**config.mk**
```make
export PLATFORM = sky130hd
export DESIGN_NAME = scan_sequencer_flat
export DESIGN_NICKNAME = d
export VERILOG_FILES = /design/src/rtl/scan_sequencer_pkg.sv /design/src/rtl/scan_sequencer_if.sv /design/src/rtl/scan_sequencer_timer.sv /design/src/rtl/scan_sequencer.sv /design/src/flat_wrapper.sv
export SDC_FILE = /design/constraint.sdc
export NUM_CORES = 1
export LEC_CHECK = 0
export ABC_AREA = 1
export ABC_CLOCK_PERIOD_IN_PS = 2670
export BUFFER_PORTS_ARGS = -buffer_cell sky130_fd_sc_hd__buf_2
export CORE_MARGIN = 2
export CORE_UTILIZATION = 55
export DETAILED_ROUTE_END_ITERATION = 8
export GPL_ROUTABILITY_DRIVEN = 0
export PLACE_DENSITY = 0.83
export SLEW_MARGIN = 20
export SYNTH_ARGS = -nofsm -noshare
export SYNTH_HDL_FRONTEND = slang
export SYNTH_SLANG_ARGS = --single-unit
```
**constraint.sdc**
```tcl
create_clock -name clk -period 2.67 [get_ports clk]
set_input_delay 0.267 -clock clk [delete_from_list [all_inputs] [get_ports clk]]
set_output_delay 0.267 -clock clk [all_outputs]
set_load 0.005 [all_outputs]
```
**src/rtl/scan_sequencer_pkg.sv**
```systemverilog
// -----------------------------------------------------------------------------
// scan_pkg
// Shared types, widths and the channel search helper for the scan sequencer.
//   state_e      : scan FSM states (IDLE, DWELL, BLANK)
//   SEL_W        : width of the channel index driven to the 3-to-8 decoder
//   CNT_W        : width of the dwell/blank interval counter
//   MAX_CH       : width of the channel mask
//   next_enabled : next enabled channel after 'cur', ascending or descending,
//                  wrapping inside 0..num_ch-1 (returns 'cur' itself when it
//                  is the only enabled channel)
// -----------------------------------------------------------------------------
package scan_pkg;

    localparam int SEL_W  = 3;
    localparam int CNT_W  = 16;
    localparam int MAX_CH = 8;

    typedef enum logic [1:0] {
        IDLE  = 2'd0,
        DWELL = 2'd1,
        BLANK = 2'd2
    } state_e;

    // Walks at most num_ch steps away from 'cur' and returns the first
    // channel whose mask bit is set. The caller guarantees cur < num_ch.
    function automatic logic [SEL_W-1:0] next_enabled(
        input logic [MAX_CH-1:0] mask,
        input logic [SEL_W-1:0]  cur,
        input logic              desc,
        input int                num_ch
    );
        int               j;
        logic             found;
        logic [SEL_W-1:0] cand;
        logic [SEL_W-1:0] idx;
        idx   = cur;
        found = 1'b0;
        for (int i = 1; i <= MAX_CH; i++) begin
            if (i <= num_ch && !found) begin
                if (desc) begin
                    j = int'(cur) - i;
                    if (j < 0) j = j + num_ch;
                end else begin
                    j = int'(cur) + i;
                    if (j >= num_ch) j = j - num_ch;
                end
                cand = SEL_W'(j);
                if (mask[cand]) begin
                    found = 1'b1;
                    idx   = cand;
                end
            end
        end
        return idx;
    endfunction

endpackage

```
**src/rtl/scan_sequencer_if.sv**
```systemverilog
// -----------------------------------------------------------------------------
// scan_sequencer_if
// Control and decoder-side signals of the scan sequencer.
//   run        : scan enable level                       (host -> sequencer)
//   ch_mask    : per-channel enable, bit i = channel i   (host -> sequencer)
//   dir        : 0 ascending, 1 descending; only when SCAN_DIR_EN is defined
//   sel_out    : channel index to decoder data_in        (sequencer -> host)
//   en_out     : decoder enable, high only while dwelling
//   frame_done : one-cycle pulse when the scan wraps to a new frame
// Modports: master = host/stimulus side, slave = scan_sequencer.
// -----------------------------------------------------------------------------
interface scan_sequencer_if;
    import scan_pkg::*;

    logic              run;
    logic [MAX_CH-1:0] ch_mask;
`ifdef SCAN_DIR_EN
    logic              dir;
`endif
    logic [SEL_W-1:0]  sel_out;
    logic              en_out;
    logic              frame_done;

`ifdef SCAN_DIR_EN
    modport master (output run, ch_mask, dir, input  sel_out, en_out, frame_done);
    modport slave  (input  run, ch_mask, dir, output sel_out, en_out, frame_done);
`else
    modport master (output run, ch_mask, input  sel_out, en_out, frame_done);
    modport slave  (input  run, ch_mask, output sel_out, en_out, frame_done);
`endif

endinterface

```
**src/rtl/scan_sequencer_timer.sv**
```systemverilog
// -----------------------------------------------------------------------------
// scan_timer
// Loadable down-counter shared by the dwell and blank intervals. It stops at
// zero and flags it; the sequencer loads (length - 1) on entry to an interval
// and leaves the interval on the edge where zero_o is seen.
//   clk        : system clock
//   rst        : synchronous, active-high reset (count -> 0)
//   clr_i      : clear count to 0 (scan stopped)
//   load_i     : load load_val_i (takes precedence over counting)
//   load_val_i : value to load
//   zero_o     : count is zero
// -----------------------------------------------------------------------------
module scan_timer
    import scan_pkg::*;
(
    input  logic             clk,
    input  logic             rst,
    input  logic             clr_i,
    input  logic             load_i,
    input  logic [CNT_W-1:0] load_val_i,
    output logic             zero_o
);

    logic [CNT_W-1:0] cnt_q;
    logic [CNT_W-1:0] cnt_d;

    // NOTE: cnt_d is assigned a default first so no path through this block can infer a latch.
    always_comb begin
        cnt_d = cnt_q;
        if (clr_i) begin
            cnt_d = '0;
        end else if (load_i) begin
            cnt_d = load_val_i;
        end else if (cnt_q != '0) begin
            cnt_d = cnt_q - CNT_W'(1);
        end
    end

    // NOTE: reset is synchronous, so it is simply the highest-priority branch of the clocked block.
    // NOTE: state registers use non-blocking assignments so every flop updates from pre-edge values.
    always_ff @(posedge clk) begin
        if (rst) begin
            cnt_q <= '0;
        end else begin
            cnt_q <= cnt_d;
        end
    end

    assign zero_o = (cnt_q == '0);

endmodule

```
**src/rtl/scan_sequencer.sv**
```systemverilog
// -----------------------------------------------------------------------------
// scan_sequencer
// Registered channel-scan controller driving a 3-to-8 decoder (sel_out ->
// data_in, en_out -> enable). Each enabled channel gets a dwell window of
// CLK_DIV cycles with en_out high, followed by BLANK_CYCLES cycles with en_out
// low, then the scan advances to the next enabled channel. sel_out only moves
// while en_out is low, except on IDLE entry/exit and when BLANK_CYCLES = 0.
//   clk : system clock
//   rst : synchronous, active-high reset
//   bus : scan_sequencer_if.slave (run, ch_mask, [dir], sel_out, en_out,
//         frame_done)
// Parameters: CLK_DIV (1..65535), BLANK_CYCLES (0 = no gap), NUM_CH (1..8).
// Optional macro SCAN_DIR_EN: adds bus.dir; dir = 1 scans descending and
// starts from the highest enabled channel.
// -----------------------------------------------------------------------------
module scan_sequencer
    import scan_pkg::*;
#(
    parameter int CLK_DIV      = 1000,
    parameter int BLANK_CYCLES = 4,
    parameter int NUM_CH       = 8
) (
    input  logic             clk,
    input  logic             rst,
    scan_sequencer_if.slave  bus
);

    localparam logic [MAX_CH-1:0] CH_VALID   = MAX_CH'((1 << NUM_CH) - 1);
    localparam logic [CNT_W-1:0]  DWELL_LOAD = CNT_W'(CLK_DIV - 1);
    localparam logic [CNT_W-1:0]  BLANK_LOAD = (BLANK_CYCLES > 0) ? CNT_W'(BLANK_CYCLES - 1) : '0;

    state_e            state_q, state_d;
    logic [SEL_W-1:0]  sel_q, sel_d;
    logic              en_q, en_d;
    logic              fd_q, fd_d;

    logic              tmr_clr;
    logic              tmr_load;
    logic [CNT_W-1:0]  tmr_val;
    logic              tmr_zero;

    logic              desc;
    logic              advance;
    logic [MAX_CH-1:0] eff_mask;
    logic [SEL_W-1:0]  first_idx;
    logic [SEL_W-1:0]  next_idx;
    logic              wrap;

`ifdef SCAN_DIR_EN
    assign desc = bus.dir;
`else
    assign desc = 1'b0;
`endif

    assign eff_mask  = bus.ch_mask & CH_VALID;
    // Searching from the far end lands on the lowest (ascending) or highest
    // (descending) enabled channel.
    assign first_idx = next_enabled(eff_mask, desc ? SEL_W'(0) : SEL_W'(NUM_CH - 1), desc, NUM_CH);
    assign next_idx  = next_enabled(eff_mask, sel_q, desc, NUM_CH);
    // A step that does not move in the scan direction has wrapped into a new frame.
    assign wrap      = desc ? (next_idx >= sel_q) : (next_idx <= sel_q);

    scan_timer u_timer (
        .clk        (clk),
        .rst        (rst),
        .clr_i      (tmr_clr),
        .load_i     (tmr_load),
        .load_val_i (tmr_val),
        .zero_o     (tmr_zero)
    );

    always_comb begin
        state_d  = state_q;
        sel_d    = sel_q;
        en_d     = en_q;
        fd_d     = 1'b0;
        tmr_clr  = 1'b0;
        tmr_load = 1'b0;
        tmr_val  = DWELL_LOAD;
        advance  = 1'b0;

        if (!bus.run) begin
            state_d = IDLE;
            sel_d   = '0;
            en_d    = 1'b0;
            tmr_clr = 1'b1;
        end else begin
            case (state_q)
                IDLE: begin
                    if (eff_mask != '0) begin
                        state_d  = DWELL;
                        sel_d    = first_idx;
                        en_d     = 1'b1;
                        tmr_load = 1'b1;
                    end
                end
                DWELL: begin
                    if (tmr_zero) begin
                        if (BLANK_CYCLES == 0) begin
                            advance = 1'b1;
                        end else begin
                            state_d  = BLANK;
                            en_d     = 1'b0;
                            tmr_load = 1'b1;
                            tmr_val  = BLANK_LOAD;
                        end
                    end
                end
                BLANK: begin
                    if (tmr_zero) advance = 1'b1;
                end
                default: begin
                    state_d = IDLE;
                    sel_d   = '0;
                    en_d    = 1'b0;
                    tmr_clr = 1'b1;
                end
            endcase

            // The mask (and direction) are sampled here, on the advance edge
            // only, so mid-dwell changes never cut a window short.
            if (advance) begin
                if (eff_mask == '0) begin
                    state_d = IDLE;
                    sel_d   = '0;
                    en_d    = 1'b0;
                    tmr_clr = 1'b1;
                end else begin
                    state_d  = DWELL;
                    sel_d    = next_idx;
                    en_d     = 1'b1;
                    fd_d     = wrap;
                    tmr_load = 1'b1;
                    tmr_val  = DWELL_LOAD;
                end
            end
        end
    end

    always_ff @(posedge clk) begin
        if (rst) begin
            state_q <= IDLE;
            sel_q   <= '0;
            en_q    <= 1'b0;
            fd_q    <= 1'b0;
        end else begin
            state_q <= state_d;
            sel_q   <= sel_d;
            en_q    <= en_d;
            fd_q    <= fd_d;
        end
    end

    assign bus.sel_out    = sel_q;
    assign bus.en_out     = en_q;
    assign bus.frame_done = fd_q;

endmodule
```
**src/flat_wrapper.sv**
```systemverilog
// flat-port wrapper written by rule: the top's interface ports become plain ports
module scan_sequencer_flat import scan_pkg::*;
#(
    parameter int CLK_DIV      = 1000,
    parameter int BLANK_CYCLES = 4,
    parameter int NUM_CH       = 8
)
  (clk, rst, bus_run, bus_ch_mask, bus_sel_out, bus_en_out, bus_frame_done);
  scan_sequencer_if bus_i ();
  input  logic clk;
  input  logic rst;
  input wire logic [$bits(bus_i.run)-1:0] bus_run;
  input wire logic [$bits(bus_i.ch_mask)-1:0] bus_ch_mask;
  output wire logic [$bits(bus_i.sel_out)-1:0] bus_sel_out;
  output wire logic [$bits(bus_i.en_out)-1:0] bus_en_out;
  output wire logic [$bits(bus_i.frame_done)-1:0] bus_frame_done;
  assign bus_i.run = bus_run;
  assign bus_i.ch_mask = bus_ch_mask;
  assign bus_sel_out = bus_i.sel_out;
  assign bus_en_out = bus_i.en_out;
  assign bus_frame_done = bus_i.frame_done;
  scan_sequencer #(.CLK_DIV(CLK_DIV), .BLANK_CYCLES(BLANK_CYCLES), .NUM_CH(NUM_CH)) u_core (.clk(clk), .rst(rst), .bus(bus_i));
endmodule
```
# After elaboration in Yosys (flattened, before gate mapping)
# Cells that the tools add are included.
# W data, S select, Z words.
# op_classes
addsub,17
mux,141
eq_ne,6
n_reduce_logical,13
bitwise_logic,2
order_cmp,24
# ops
operator,n
$mux W3,55
$mux W16,6
$lt A3 B4 Y1 const B,15
$mux W1,57
$bmux W1 S3,15
$ge A4 B4 Y1 const B,7
$sub A3 B1 Y3 const B,8
$add A3 B3 Y4 const B,4
$logic_not A16 Y1,1
$reduce_bool A16 Y1,1
$sub A16 B1 Y16 const B,1
$mux W10,1
$add A3 B2 Y4 const B,2
$logic_not A8 Y1,1
$reduce_bool A8 Y1,1
$mux W2,3
$ne A3 B1 Y1 const B,2
$pmux W2 S3,1
$pmux W3 S2,1
$reduce_or A2 Y1,3
$add A3 B4 Y5 const B,1
$ge A5 B4 Y1 const B,1
$add A3 B1 Y4 const B,1
$ne A2 B1 Y1 const B,2
other kinds (12),13
# totals
ff_bits,23
elab_cells,208
output_inout_bits,5
inputBits,11

# Logic depth before layout (Yosys ltp)
# depth
depth_word,43
mapped_depth,20
ltp_nobuf,19

# Cells and area by module
# Synthesis repeated with hierarchy kept, for this count alone.
# hier_totals
cells_unflattened,381
area_unflattened_um2,2339.7
# modules_own_cells
module,cells_each,area_per_inst_um2,instances
scan_sequencer,205,1242.4,1
scan_timer,176,1097.3,1

# Worst setup path after synthesis
# OpenSTA, ideal clock, no wires.
# synth_path
path_type,register to register
startpoint,reg u_core.sel_q[1] (netlist: u_core.bus.sel_out[1])
endpoint,reg u_core.fd_q (netlist: u_core.bus.frame_done)
slack_ns,-0.158
synth_period_minus_slack_ns,2.828
stages_incl_launch_ff,19
arrival_ns,2.713
required_time_ns,2.555
path_cell_list,dfxtp_1 buf_6 inv_2 ha_1 inv_2 nand3_1 nand3_2 nand2_4 nor2_8 nand4_4 nor2_4 nand2_2 nor2_1 nor2_1 a21boi_0 ha_1 nand2_1 o21ai_0 a2111oi_0
# synth_between
elab_chain_cells,21
elab_cells_between_ends,84
cone_classes,16 x add/sub; 9 x order compare; 59 x mux
# synth_rtl
item,line_no,source
"start, declared",scan_sequencer.sv:33,"logic [SEL_W-1:0] sel_q, sel_d;"
"start signal, assigned",scan_sequencer.sv:148,sel_q <= sel_d;
$add A3 B1 Y4 / $add A3 B2 Y4 (equally long branches),scan_sequencer_pkg.sv:44,j = int'(cur) + i;
$ge A4 B4 Y1 / $sub A3 B1 Y3 (equally long branches),scan_sequencer_pkg.sv:45,if (j >= num_ch) j = j - num_ch;
$mux W3,scan_sequencer_pkg.sv:45,
$bmux W1 S3 / $mux W3 (equally long branches),"scan_sequencer_pkg.sv:48, scan_sequencer_pkg.sv:39",
$mux W1 (not written as such) / $bmux W1 S3 (equally long branches),scan_sequencer_pkg.sv:48,if (mask[cand]) begin
$mux W3 / $mux W1 (equally long branches),scan_sequencer_pkg.sv:48,
$mux W3,scan_sequencer_pkg.sv:48,
$mux W3,scan_sequencer_pkg.sv:39,if (i <= num_ch && !found) begin
[5 not listed],n/a,
$mux W3,scan_sequencer_pkg.sv:39,
$mux W3,scan_sequencer_pkg.sv:48,
$mux W3,scan_sequencer_pkg.sv:39,
$mux W3,scan_sequencer_pkg.sv:48,
$mux W3,scan_sequencer_pkg.sv:39,
$mux W3,scan_sequencer_pkg.sv:48,
$mux W3,scan_sequencer_pkg.sv:39,
$le A3 B3 Y1 (*),scan_sequencer.sv:61,assign wrap = desc ? (next_idx >= sel_q) : (next_idx <= sel_q);
"end signal, assigned",scan_sequencer.sv:145,fd_q <= 1'b0;
"end signal, assigned",scan_sequencer.sv:150,fd_q <= fd_d;
"end, declared",scan_sequencer.sv:35,"logic fd_q, fd_d;"
# Mark *: on every way between the ends. The rest lies on a longest branch, timed or not. The select of a mux whose other input is x is not followed.
# A chain may end at the register's enable or synchronous reset.

# Worst setup path after layout
# Same ends and word-level chain as after synthesis.

==> impl_metrics.prom <==
# TYPE chip_impl_metric gauge
chip_impl_metric{name="yosys_warnings",unit=""} 0
chip_impl_metric{name="grt_overflow",unit=""} 0
chip_impl_metric{name="critical_path_required",unit="ns"} 2.83
chip_impl_metric{name="post-synth-top-area-fraction",unit="%"} 21.4
chip_impl_info{name="worstReg2RegStart",value="u_core.bus.sel_out[1]$_SDFFE_PP0P_"} 1
chip_impl_metric{name="antenna_fix_cells",unit=""} 0
chip_impl_metric{name="drt_iter0_drc",unit=""} 190
chip_impl_metric{name="max_slew.worst_pin.slew",unit="ns"} 0.505
chip_impl_metric{name="synthMuxAreaShare",unit="%"} 0
chip_impl_info{name="timing.critical_path.to",value="u_core.bus.frame_done$_SDFF_PP0_"} 1
chip_impl_metric{name="power.clock.fraction",unit="%"} 22.9
chip_impl_metric{name="grt_first_pass_wirelength",unit="microns"} 9050
chip_impl_metric{name="max-slew-margin-rel",unit="%"} 66.1
chip_impl_metric{name="io_buffers",unit=""} 15
chip_impl_info{name="post_synth_main_area_contributors",value="dfxtp_1 (21%), nand2_1 (13%), nand3_1 (9.5%)"} 1
chip_impl_metric{name="timing.final.hold_violations",unit=""} 0
chip_impl_metric{name="fin_area",unit="sq um"} 2590
chip_impl_metric{name="die-height",unit="microns"} 65.1
chip_impl_metric{name="synth-edff-count",unit=""} 0
chip_impl_metric{name="dpl_ws",unit="ns"} -0.114
chip_impl_info{name="crit_path_top_delay_cell",value="dfxtp_4"} 1
chip_impl_metric{name="layout.nets",unit=""} 368
chip_impl_metric{name="critPathBufInv",unit=""} 2
chip_impl_metric{name="ff2ff_path_depth",unit=""} 14
chip_impl_info{name="postSynth.topFlopCell",value="dfxtp_1"} 1
chip_impl_metric{name="irDropWorstVdd",unit="mV"} 0.438
chip_impl_metric{name="power_density",unit="nW/um^2"} 523
chip_impl_metric{name="starting_density_of_the_core",unit="%"} 56.6
chip_impl_metric{name="drtAntennaViolNets",unit=""} 0
chip_impl_metric{name="mappedNetlistArea",unit="sq um"} 2060
chip_impl_metric{name="worst_path_largest_cell_delay",unit="ns"} 0.38
chip_impl_metric{name="clkSlewWorstSetupHoldPaths",unit="ns"} 0.09
chip_impl_metric{name="critPathMaxFanout",unit=""} 6
chip_impl_metric{name="first_global_vias",unit=""} 2058
chip_impl_metric{name="final.period_utilization",unit="%"} 107
chip_impl_metric{name="drcViolationCount",unit=""} 0
chip_impl_metric{name="ff2ff_setup_slack",unit="ns"} -0.19
chip_impl_metric{name="grtUsageTotal",unit="%"} 26.9
chip_impl_metric{name="power.share.sequential",unit="%"} 27.7
chip_impl_metric{name="multi_input_area",unit="sq um"} 1590
chip_impl_metric{name="dp.final_hpwl",unit="microns"} 3790
chip_impl_metric{name="final_core_utilization",unit="%"} 71.3
chip_impl_metric{name="grt_antenna_before_repair",unit=""} 0
chip_impl_info{name="synth.largest_area_cell",value="dfxtp_1"} 1
chip_impl_metric{name="placement_rows",unit=""} 22
chip_impl_metric{name="placedInstanceArea",unit="sq um"} 2290
chip_impl_metric{name="clock_insertion_delay_at_the_later_pin_of_the_skew_report",unit="ns"} 0.27
chip_impl_metric{name="dpl.cell_count",unit=""} 385
chip_impl_metric{name="synth.yosys.seq_area_share",unit="%"} 21.4
chip_impl_metric{name="share_of_the_synthesized_netlist_area_taken_by_xor_and_xnor_gates",unit="%"} 5.90
chip_impl_metric{name="routed_wire_length_per_instance",unit="microns"} 15.1
chip_impl_metric{name="cp_data_arrival_time",unit="ns"} 3.02
chip_impl_metric{name="static_leak",unit="uW"} 0.00123
chip_impl_metric{name="floorplan.core_area",unit="sq um"} 3630
chip_impl_metric{name="die_w",unit="microns"} 65.1
chip_impl_metric{name="stages_on_the_worst_setup_path",unit=""} 14
chip_impl_metric{name="combPwrFrac",unit="%"} 49.5
chip_impl_metric{name="switching_share",unit="%"} 40.4
chip_impl_info{name="timing.critical_path.cells",value="inv_4, ha_4, nand3_1, nand3_2, nand2_1, inv_2, nand4_4, nor2_4, nand4_1, a21boi_1, ha_1, a21oi_2, o21ai_1, a2111oi_2"} 1
chip_impl_info{name="worstSetupPathType",value="flop to flop"} 1
chip_impl_info{name="crit_path_start_kind",value="flop"} 1
chip_impl_metric{name="final_critical_path_setup_slack",unit="ns"} -0.190
chip_impl_metric{name="ios",unit=""} 16
chip_impl_info{name="r2r-end",value="u_core.bus.frame_done$_SDFF_PP0_"} 1
chip_impl_info{name="status",value="finished, violations left"} 1
chip_impl_metric{name="final.fill_count",unit=""} 282
chip_impl_info{name="setup_repair_after_global_routing_missed_its_margin",value="yes"} 1
chip_impl_metric{name="slew_violations",unit=""} 0
chip_impl_metric{name="post_synth_num_cell_types",unit=""} 40
chip_impl_info{name="crit_path_start",value="u_core.bus.sel_out[1]$_SDFFE_PP0P_"} 1
chip_impl_metric{name="grt_start_max_net_pins",unit=""} 14
chip_impl_metric{name="post_synth.cell_area_avg",unit="sq um"} 6.61
chip_impl_metric{name="clkSinkCount",unit=""} 22
chip_impl_metric{name="drt_pass1_iterations",unit=""} 5
chip_impl_metric{name="synth-async-reset-ratio",unit="%"} 0
chip_impl_metric{name="cap_viol_max_count",unit=""} 0
chip_impl_metric{name="area.sequential",unit="sq um"} 447
chip_impl_metric{name="detailroute.via_count",unit=""} 2320
chip_impl_info{name="ctsRootBufferMaster",value="clkbuf_8"} 1
chip_impl_metric{name="ratio_of_routed_vias_to_standard_cells",unit=""} 5.83
chip_impl_metric{name="proportion_of_layout_cells_with_a_drive_suffix_above_1",unit="%"} 35.4
chip_impl_metric{name="post_synth_and_or_nand_nor_area_fraction",unit="%"} 46.6
chip_impl_metric{name="cell_internal_pwr",unit="uW"} 807
chip_impl_metric{name="number_of_buffers_inserted_during_clock_tree_synthesis",unit=""} 3
chip_impl_metric{name="clk_path_buf_depth",unit=""} 2
chip_impl_info{name="dominant_combinational_cell_family_by_area_after_synthesis",value="simple AND/OR/NAND/NOR gates"} 1
chip_impl_metric{name="synth_compound_area_share",unit="%"} 12.9
chip_impl_metric{name="finClkSkew",unit="ns"} 0.0114
chip_impl_info{name="top_delay_family_on_crit_path",value="simple AND/OR/NAND/NOR gates"} 1
chip_impl_metric{name="postSynthCellCount",unit=""} 311
chip_impl_info{name="tritoncts",value="built"} 1
chip_impl_metric{name="drt-total-wl",unit="microns"} 6010
chip_impl_metric{name="die-area",unit="sq um"} 4240
chip_impl_metric{name="setup_violations",unit=""} 1
chip_impl_metric{name="final_cell_count_no_fill",unit=""} 398
chip_impl_metric{name="synth_nets",unit=""} 328
chip_impl_info{name="hold_path.class",value="input port to flop"} 1
chip_impl_metric{name="layout_min_cycle_time",unit="ns"} 2.86
chip_impl_metric{name="area.growth.synth_to_final",unit="%"} 26.1
chip_impl_metric{name="cts_htree_levels",unit=""} 1
chip_impl_metric{name="synthAdderAreaFrac",unit="%"} 3.65
chip_impl_info{name="violated_checks",value="setup timing"} 1
chip_impl_metric{name="max_freq",unit="MHz"} 350
chip_impl_metric{name="synth-seq-cells",unit=""} 22
chip_impl_info{name="critical_path.endpoint_type",value="flop"} 1
chip_impl_metric{name="p_sw",unit="uW"} 547
chip_impl_metric{name="hold_slack_final",unit="ns"} 0.313
## worst min path at each step
stage                                          start                               endpoint  slack (ns)  cells after the start
4_1_cts                                      bus_run   u_core.u_timer.cnt_q[1]$_SDFFE_PP0P_        0.31                      3
5_1_grt                                      bus_run   u_core.u_timer.cnt_q[1]$_SDFFE_PP0P_        0.31                      3
2_1_floorplan                                bus_run   u_core.u_timer.cnt_q[1]$_SDFFE_PP0P_        0.43                      2
6_report                                     bus_run   u_core.u_timer.cnt_q[1]$_SDFFE_PP0P_        0.31                      3
3_5_place_dp   u_core.u_timer.cnt_q[15]$_SDFFE_PP0P_  u_core.u_timer.cnt_q[15]$_SDFFE_PP0P_        0.45                      2
3_3_place_gp   u_core.u_timer.cnt_q[15]$_SDFFE_PP0P_  u_core.u_timer.cnt_q[15]$_SDFFE_PP0P_        0.44                      2
## power by group through the flow
stage	combinational, uW	sequential (uW)	clock (uW)
after floorplan	439	376	0
after global placement	546	380	0
after detailed placement	558	381	0
after CTS	612	373	314
after global routing	735	377	327
final	670	374	310
## area by class of cell
cell class	instances	share of cell area (%)
clock inverters	1	1.16
well taps	48	2.32
flip-flops and latches	22	17.2
inverters	43	6.52
clock buffers	3	1.59
repair buffers	39	9.85
multi-input cells	242	61.3
## kinds of logic after synthesis
| group | count (synthesis) |
|---|---|
| buffers and inverters | 47 |
| DFF | 22 |
| and+or+nand+nor | 180 |
| AOI/OAI and AO/OA | 43 |
| xor gates and xnor gates | 13 |
| adders and majority gates | 6 |
## metrics by stage
stage          power, uW  setup TNS, ns
3_3_place_gp         927        -0.0709
5_1_grt             1440         -0.321
3_5_place_dp         939         -0.114
4_1_cts             1300        -0.0199
6_report            1350         -0.190
2_1_floorplan        815              0
## worst reg2reg max path: stages, from the launching register on
cell and delay, ns:
dfxtp_4 0.38, inv_4 0.04, ha_4 0.34, nand3_1 0.14
nand3_2 0.12, nand2_1 0.07, inv_2 0.11, nand4_4 0.14
nor2_4 0.20, nand4_1 0.18, a21boi_1 0.18, ha_1 0.32
a21oi_2 0.13, o21ai_1 0.09, a2111oi_2 0.34
## synth_stat cells, types with 2 or more instances
cell type	count
o21ai_1	4
nand4_1	5
ha_1	6
xnor2_1	3
nor3_1	4
nor2_2	3
xor2_1	9
a31oi_1	3
nor3_4	2
nor2_1	29
a21boi_0	2
a21oi_2	2
inv_1	28
nor2_4	6
a21oi_1	20
nor4_1	2
dfxtp_1	22
nand2_2	5
o21a_1	2
inv_2	15
buf_6	2
o21ai_0	5
nand2_1	71
nand3_1	39
nand2_4	2
nand3_2	6
## placed cells by master, fill, tap and decap left out, types with 2 or more instances in the layout
cell type and n:
ha_1 5, a21boi_1 2, dfxtp_2 2, a21oi_2 3
nand3_4 5, nor2_1 29, dfxtp_1 19, inv_2 14
clkbuf_8 3, xnor2_1 3, nor2_2 3, buf_2 15
o21a_1 2, nor3_4 2, o21ai_1 5, xor2_1 9
nand4_1 5, nand3_1 22, nor4_1 2, nand2_2 12
a21oi_1 19, nand2_1 63, buf_4 24, inv_1 27
nand2_4 3, nor2_4 6, o21ai_0 4, a31oi_1 3
nand3_2 18, nor3_1 4
## metal layers
| metal | track usage, % | vias to the layer above | share of wire [%] |
|---|---|---|---|
| li1 | - | 1103 | - |
| met3 | 2.91 | 39 | 6.3 |
| met4 | 9.90 | 0 | 5.0 |
| met1 | 35.2 | 1080 | 41 |
| met5 | 0 | - | 0 |
| met2 | 45.7 | 98 | 48 |
## state kept, by name, indices dropped and copies added, names as in the netlist
| signal | cells |
|---|---|
| u_core.bus.en_out | 1 |
| u_core.bus.frame_done | 1 |
| u_core.bus.sel_out | 3 |
| u_core.state_q | 1 |
| u_core.u_timer.cnt_q | 16 |
## repair_timing
action	in CTS	in global routing
pin swaps	9	4
buffers inserted	8	1
gates cloned	0	0
gates resized for setup	17	24
hold buffers	0	0
endpoints found under the setup margin	1	1
(Power assumes the default switching activity.)
